**config.mk**
```make
export PLATFORM = sky130hd
export DESIGN_NAME = zmon_adc_capture
export DESIGN_NICKNAME = d
export VERILOG_FILES = /design/src/rtl/zmon_adc_capture.sv
export SDC_FILE = /design/constraint.sdc
export NUM_CORES = 1
export LEC_CHECK = 0
export ABC_CLOCK_PERIOD_IN_PS = 6400
export CAP_MARGIN = 25
export CORE_MARGIN = 10
export CORE_UTILIZATION = 54
export CTS_CLUSTER_SIZE = 28
export DETAILED_ROUTE_END_ITERATION = 8
export HOLD_SLACK_MARGIN = 0.15
export MAX_ROUTING_LAYER = met4
export PLACE_DENSITY = 0.79
export SLEW_MARGIN = 20
export SYNTH_ARGS = -nofsm -noshare
export SYNTH_HDL_FRONTEND = slang
export SYNTH_SLANG_ARGS = --single-unit
```
**constraint.sdc**
```tcl
create_clock -name clk100 -period 6.4 [get_ports clk100]
set_input_delay 0.96 -clock clk100 [delete_from_list [all_inputs] [get_ports clk100]]
set_output_delay 0.96 -clock clk100 [all_outputs]
set_load 0.05 [all_outputs]
```
**src/rtl/zmon_adc_capture.sv**
```systemverilog
// -----------------------------------------------------------------------------
// zmon_adc_capture
//
// Autonomous capture engine for the eight Zmon serial ADCs (four forward, four
// reflected). Generates the shared conversion strobe, clocks all ADCs from one
// serial clock, and deserialises the eight SDO lines into result words.
//
// Ports
//   clk100    in   100 MHz system clock, the only clock
//   rst       in   synchronous active-high reset
//   start     in   single-cycle capture request, honoured only when idle
//   period    in   auto-capture period in clk100 cycles, 0 disables auto mode
//   clr_ovr   in   clears the overrun flag (a simultaneous set wins)
//   conv      out  conversion strobe to all ADCs
//   adc_sck   out  shared serial clock, low when idle
//   sdo_f     in   forward ADC serial data, bit i = channel i+1
//   sdo_r     in   reflected ADC serial data, bit i = channel i+1
//   data_f    out  forward results, channel 1 in the least significant word
//   data_r    out  reflected results, same packing
//   valid     out  one-cycle pulse when data_f/data_r update
//   busy      out  high whenever a capture is in progress
//   overrun   out  sticky: an auto tick arrived while a capture was running
// -----------------------------------------------------------------------------
module zmon_adc_capture #(
  parameter int CONV_HI   = 4,
  parameter int CONV_WAIT = 66,
  parameter int SCK_DIV   = 2,
  parameter int NBITS     = 16
) (
  input  logic               clk100,
  input  logic               rst,
  input  logic               start,
  input  logic [15:0]        period,
  input  logic               clr_ovr,
  output logic               conv,
  output logic               adc_sck,
  input  logic [3:0]         sdo_f,
  input  logic [3:0]         sdo_r,
  output logic [4*NBITS-1:0] data_f,
  output logic [4*NBITS-1:0] data_r,
  output logic               valid,
  output logic               busy,
  output logic               overrun
);

  // One down-counter times every phase (conv high, wait, sck half-period).
  localparam int CW = 16;
  localparam int BW = $clog2(NBITS + 1);

  typedef enum logic [2:0] {
    S_IDLE,
    S_CONV,
    S_WAIT,
    S_SHIFT,
    S_DONE
  } state_t;

  state_t             r_state, w_state_nxt;
  logic [CW-1:0]      r_cnt, w_cnt_nxt;
  logic [BW-1:0]      r_bit, w_bit_nxt;
  logic               r_conv, w_conv_nxt;
  logic               r_sck, w_sck_nxt;
  logic               r_valid, w_valid_nxt;
  logic               r_busy;
  logic               r_ovr;
  logic               w_sample;

  logic [15:0]        r_pcnt;
  logic [15:0]        r_period_q;
  logic               w_period_chg;
  logic               w_tick;
  logic               w_req;

  logic [NBITS-1:0]   r_sh_f [4];
  logic [NBITS-1:0]   r_sh_r [4];
  logic [NBITS-1:0]   w_nx_f [4];
  logic [NBITS-1:0]   w_nx_r [4];
  logic [4*NBITS-1:0] r_data_f, r_data_r;

  // Auto-mode tick: the counter wraps at period-1. A period change restarts the
  // count, and the cycle that sees the change never ticks.
  assign w_period_chg = (period != r_period_q);
  assign w_tick       = (period != 16'd0) && !w_period_chg &&
                        (r_pcnt == period - 16'd1);
  assign w_req        = start || w_tick;

  // Shift-in value: current register moved left with the present SDO bit.
  always_comb begin
    for (int i = 0; i < 4; i++) begin
      w_nx_f[i] = {r_sh_f[i][NBITS-2:0], sdo_f[i]};
      w_nx_r[i] = {r_sh_r[i][NBITS-2:0], sdo_r[i]};
    end
  end

  always_comb begin
    // NOTE: every output of this block gets a default first, so no path can
    // leave one unassigned and infer a latch.
    w_state_nxt = r_state;
    w_cnt_nxt   = r_cnt;
    w_bit_nxt   = r_bit;
    w_conv_nxt  = 1'b0;
    w_sck_nxt   = 1'b0;
    w_valid_nxt = 1'b0;
    w_sample    = 1'b0;

    unique case (r_state)
      S_IDLE: begin
        if (w_req) begin
          w_state_nxt = S_CONV;
          w_cnt_nxt   = CW'(CONV_HI - 1);
          w_conv_nxt  = 1'b1;
        end
      end
      S_CONV: begin
        if (r_cnt == '0) begin
          w_state_nxt = S_WAIT;
          w_cnt_nxt   = CW'(CONV_WAIT - 1);
        end else begin
          w_cnt_nxt  = r_cnt - CW'(1);
          w_conv_nxt = 1'b1;
        end
      end
      S_WAIT: begin
        if (r_cnt == '0) begin
          w_state_nxt = S_SHIFT;
          w_cnt_nxt   = CW'(SCK_DIV - 1);
          w_bit_nxt   = BW'(NBITS);
        end else begin
          w_cnt_nxt = r_cnt - CW'(1);
        end
      end
      S_SHIFT: begin
        w_sck_nxt = r_sck;
        if (r_cnt != '0) begin
          w_cnt_nxt = r_cnt - CW'(1);
        end else if (!r_sck) begin
          w_sck_nxt = 1'b1;
          w_cnt_nxt = CW'(SCK_DIV - 1);
        end else begin
          // This edge drops SCK; the ADCs have not yet moved SDO, so the
          // current bit is sampled here.
          w_sck_nxt = 1'b0;
          w_sample  = 1'b1;
          w_cnt_nxt = CW'(SCK_DIV - 1);
          w_bit_nxt = r_bit - BW'(1);
          if (r_bit == BW'(1)) begin
            // Results and valid are registered on the final sample edge so
            // they are visible during the DONE cycle.
            w_state_nxt = S_DONE;
            w_valid_nxt = 1'b1;
          end
        end
      end
      S_DONE: begin
        w_state_nxt = S_IDLE;
      end
      default: begin
        w_state_nxt = S_IDLE;
      end
    endcase
  end

  always_ff @(posedge clk100) begin
    // NOTE: sequential state uses non-blocking assignments so every register
    // sees the pre-edge value of every other register.
    if (rst) begin
      r_state    <= S_IDLE;
      r_cnt      <= '0;
      r_bit      <= '0;
      r_conv     <= 1'b0;
      r_sck      <= 1'b0;
      r_valid    <= 1'b0;
      r_busy     <= 1'b0;
      r_ovr      <= 1'b0;
      r_pcnt     <= '0;
      r_period_q <= '0;
      r_data_f   <= '0;
      r_data_r   <= '0;
    end else begin
      r_state    <= w_state_nxt;
      r_cnt      <= w_cnt_nxt;
      r_bit      <= w_bit_nxt;
      r_conv     <= w_conv_nxt;
      r_sck      <= w_sck_nxt;
      r_valid    <= w_valid_nxt;
      r_busy     <= (w_state_nxt != S_IDLE);
      // A tick outside IDLE sets the flag; set has priority over clear.
      r_ovr      <= (w_tick && (r_state != S_IDLE)) || (r_ovr && !clr_ovr);
      r_period_q <= period;
      if (w_period_chg || (period == 16'd0) || w_tick) begin
        r_pcnt <= '0;
      end else begin
        r_pcnt <= r_pcnt + 16'd1;
      end
      if (w_valid_nxt) begin
        for (int i = 0; i < 4; i++) begin
          r_data_f[i*NBITS +: NBITS] <= w_nx_f[i];
          r_data_r[i*NBITS +: NBITS] <= w_nx_r[i];
        end
      end
    end
  end

  // NOTE: the shift registers carry no reset: every capture shifts in all
  // NBITS bits before they are copied out, so stale content never escapes.
  always_ff @(posedge clk100) begin
    if (w_sample) begin
      for (int i = 0; i < 4; i++) begin
        r_sh_f[i] <= w_nx_f[i];
        r_sh_r[i] <= w_nx_r[i];
      end
    end
  end

  assign conv    = r_conv;
  assign adc_sck = r_sck;
  assign valid   = r_valid;
  assign busy    = r_busy;
  assign overrun = r_ovr;
  assign data_f  = r_data_f;
  assign data_r  = r_data_r;

endmodule

```
==> results.toml <==
[setup_path]
worst_setup_path_start_kind = "flop"
timing.critical_path.cells = "inv_1 > ha_1 > nor2b_1 > and3_1 > nor3b_4 > nand2_2 > or4b_4 > buf_4 > buf_4 > nand2_1 > a21oi_1"
timing_worst_setup_path_type = "reg -> reg"
worst_endpoint_data_arrival_time_ns = 4.32
critPathCaptureType = "flop"
critical_path_peak_fanout = 46
worstRegToRegCells = 11
cell_occurring_most_often_along_the_worst_timing_path = "sky130_fd_sc_hd__buf_4"
worst_path_max_delay_cell = "sky130_fd_sc_hd__or4b_4"
worst_path_largest_cell_delay_ns = 0.89
required_ns = 6.78

[synth]
edff_count_synth = 120
netlist_area_sq_um = 12260
prevailing_post_synth_register_cell = "sky130_fd_sc_hd__dfxtp_1"
yosys-top-cells-count = "sky130_fd_sc_hd__dfxtp_1, sky130_fd_sc_hd__nand2_1, sky130_fd_sc_hd__edfxtp_1"
proportion_of_synthesized_chip_area_in_sequential_cells = 0.6024
synthDominantCellAreaShare = 0.3086
syn_nets = 1112
synth_area_per_cell_sq_um = 11.36
postSynthRegisterBits = 309
synth_most_common_cell = "sky130_fd_sc_hd__dfxtp_1"
synth_cell_types = 64
synthArstFlopShare = 0
yosys_warnings = 0
post_synth_inst_count = 1079
synth.largest_area_cell = "sky130_fd_sc_hd__dfxtp_1"
netlist_top_cells_area = "sky130_fd_sc_hd__dfxtp_1, sky130_fd_sc_hd__edfxtp_1, sky130_fd_sc_hd__a21oi_2"

[pwr]
total_leakage_power_nw = 4.650
clock_power_share = 0.407
powerDensity_nw_per_um2 = 292.4
intPower_mw = 3.304
share_comb_of_total_power = 0.109
p_sw_frac = 0.2404
vdd_ir_drop_max_mv = 0.2167
p_sw_mw = 1.046
power.sequential.fraction = 0.484
totalPowerFinal_mw = 4.350

[clock_network]
maximum_clock_path_buffer_count = 3
cts_resized = 0
numCtsBuffers = 30
cts.sinks = 309
tritoncts = "yes"
clock_latency_ns = 0.54
cts.htree.levels = 1
cts_post_setup_buffers_inserted = 0
clk_pin_slew_worst_paths_ns = 0.06
cts_root_buf = "sky130_fd_sc_hd__clkbuf_16"
ctsHoldBuffers = 0

[die]
design.die.area_sq_um = 29140
chipHeight_microns = 170.7
initial_core_util = 0.5449
die_w_microns = 170.7
io-pin-count = 161
core.rowCount = 55
design.core.area_sq_um = 22500

[global_routing]
track_usage = 0.1814
grt_first_pass_wirelength_microns = 42300
antenna_found_initial = 0
globalRoute.totalOverflow = 0
grt_pass1_vias = 8004
grt_max_degree = 98

[status]
outcome = "complete, no violations"

[sta]
totalNegativeSetupSlack_ns = 0
postLayoutSetupSlackWorst_ns = 2.467
fin_hold_ws_ns = 0.4458
fmax_mhz = 254.2
worst_clock_skew_ns = 0.009019
finalSetupViolCount = 0
period_needed_ns = 3.933
final_cycle_utilization_of_the_critical_path = 0.6146
worst_slew_pin_slew_ns = 0.9619
slew-limit-headroom = 0.3587
finalHoldViolCount = 0
final_max_slew_viol_count = 0
rsz_0062_raised_after_global_routing = "no"

[finish]
num-fill-cells = 1716
fin_area_sq_um = 14880
layout-area-overhead-vs-synth_pct = 21.33
final_instance_count_excl_fillers = 1532
antenna_cells = 0
layout-drive-gt1-share = 0.2245
finalNetCount = 1256
final_core_util = 0.6611

[placed_design]
io_buffer_count = 160
post_dp_cell_area_sq_um = 13810
gp_routability_congestion = 0.7786
detailedPlace.worstSlack_ns = 2.032
place.detailed.hpwl_microns = 16730
placedCellCount = 1473

[min_path]
hold-path-cell-count = 0
hold_class = "reg -> reg"

[flow_run]
max_cap_violations = 0

[drt]
drt.antenna.violating_nets = 0
num_vias = 8101
routedWlPerCell_microns = 17.12
routed_via_density = 5.288
drt-pass1-iter-count = 5
drc = 0
initialDrtViolationCount = 553
route.final.wire_length_microns = 26230
[layer usage]
metal | vias up | track usage | routed length (microns)
met3 | 23 | 0.05968 | 2027
met2 | 170 | 0.2697 | 12000
li1 | 3986 | - | -
met1 | 3922 | 0.2392 | 11930
met5 | - | - | 0
met4 | 0 | 0.03471 | 263
[worst paths after layout]
path | startpoint | to | slack [ns]
hold / removal | r_sh_f[2][9] | r_sh_f[2][10] | 0.45
setup reg to reg | r_cnt[1] | data_f[16] | 2.47
setup / recovery | r_cnt[1] | data_f[16] | 2.47
hold reg to reg | r_sh_f[2][9] | r_sh_f[2][10] | 0.45
[registers in the layout, indices dropped and copies added, names as in the netlist]
signal,count
r_state,3
data_r,64
overrun,1
valid,1
r_sh_f,60
r_sh_r,60
r_bit,5
conv,1
r_pcnt,16
r_cnt,16
adc_sck,1
data_f,64
r_period_q,16
busy,1
[worst max-delay path, delay by kind of cell, from the launching register on]
kind | cells | cell delay (ns)
and+or+nand+nor | 6 | 2.15
adders and majority gates | 1 | 0.20
DFF | 1 | 0.32
buffers and inverters | 3 | 0.96
AOI/OAI and AO/OA | 1 | 0.07
[area by class of cell]
type / count / area [sq um] / share of cell area
Inverter: 14 / 52.55 / 0.003532
Multi-Input combinational cell: 696 / 4348 / 0.2923
Clock inverter: 16 / 172.7 / 0.01161
Tap cell: 285 / 356.6 / 0.02397
Sequential cell: 309 / 7387 / 0.4966
Clock buffer: 40 / 819.5 / 0.05509
Timing Repair Buffer: 172 / 1740 / 0.1170
[cell usage in the layout (no fill, tap or decap), types with 9 or more instances in the layout]
cell / instances
sky130_fd_sc_hd__a21oi_1: 46
sky130_fd_sc_hd__clkdlybuf4s50_1: 159
sky130_fd_sc_hd__nor2_1: 42
sky130_fd_sc_hd__nor3_1: 11
sky130_fd_sc_hd__a21oi_2: 100
sky130_fd_sc_hd__o21ai_0: 16
sky130_fd_sc_hd__inv_1: 14
sky130_fd_sc_hd__nand3_1: 17
sky130_fd_sc_hd__edfxtp_1: 120
sky130_fd_sc_hd__dfxtp_1: 189
sky130_fd_sc_hd__xnor2_1: 40
sky130_fd_sc_hd__nor2b_1: 19
sky130_fd_sc_hd__buf_4: 9
sky130_fd_sc_hd__clkbuf_16: 31
sky130_fd_sc_hd__nand2_1: 182
sky130_fd_sc_hd__nand2_2: 101
[cells by family (layout without fill, tap and decap cells)]
logic type	count (synthesis)	after routing	synth area share
AND/OR/NAND/NOR	435	435	0.1857
flip-flops	309	309	0.6024
AO/OA/AOI/OAI	207	207	0.1283
multiplexers	1	1	0.0008164
XOR/XNOR	48	48	0.03429
buffers and inverters	74	242	0.04337
adder cells (fa/ha/maj)	5	5	0.005102
[power groups by stage]
| stage | Combinational, mW | Clock (mW) | Sequential (mW) |
|---|---|---|---|
| finish | 0.472 | 1.77 | 2.11 |
| global route | 0.531 | 1.89 | 2.11 |
| CTS | 0.470 | 1.81 | 2.11 |
| detailed placement | 0.467 | 0 | 2.15 |
| global placement | 0.461 | 0 | 2.15 |
| floorplan | 0.341 | 0 | 2.15 |
Power figures use the tool's default switching activity.
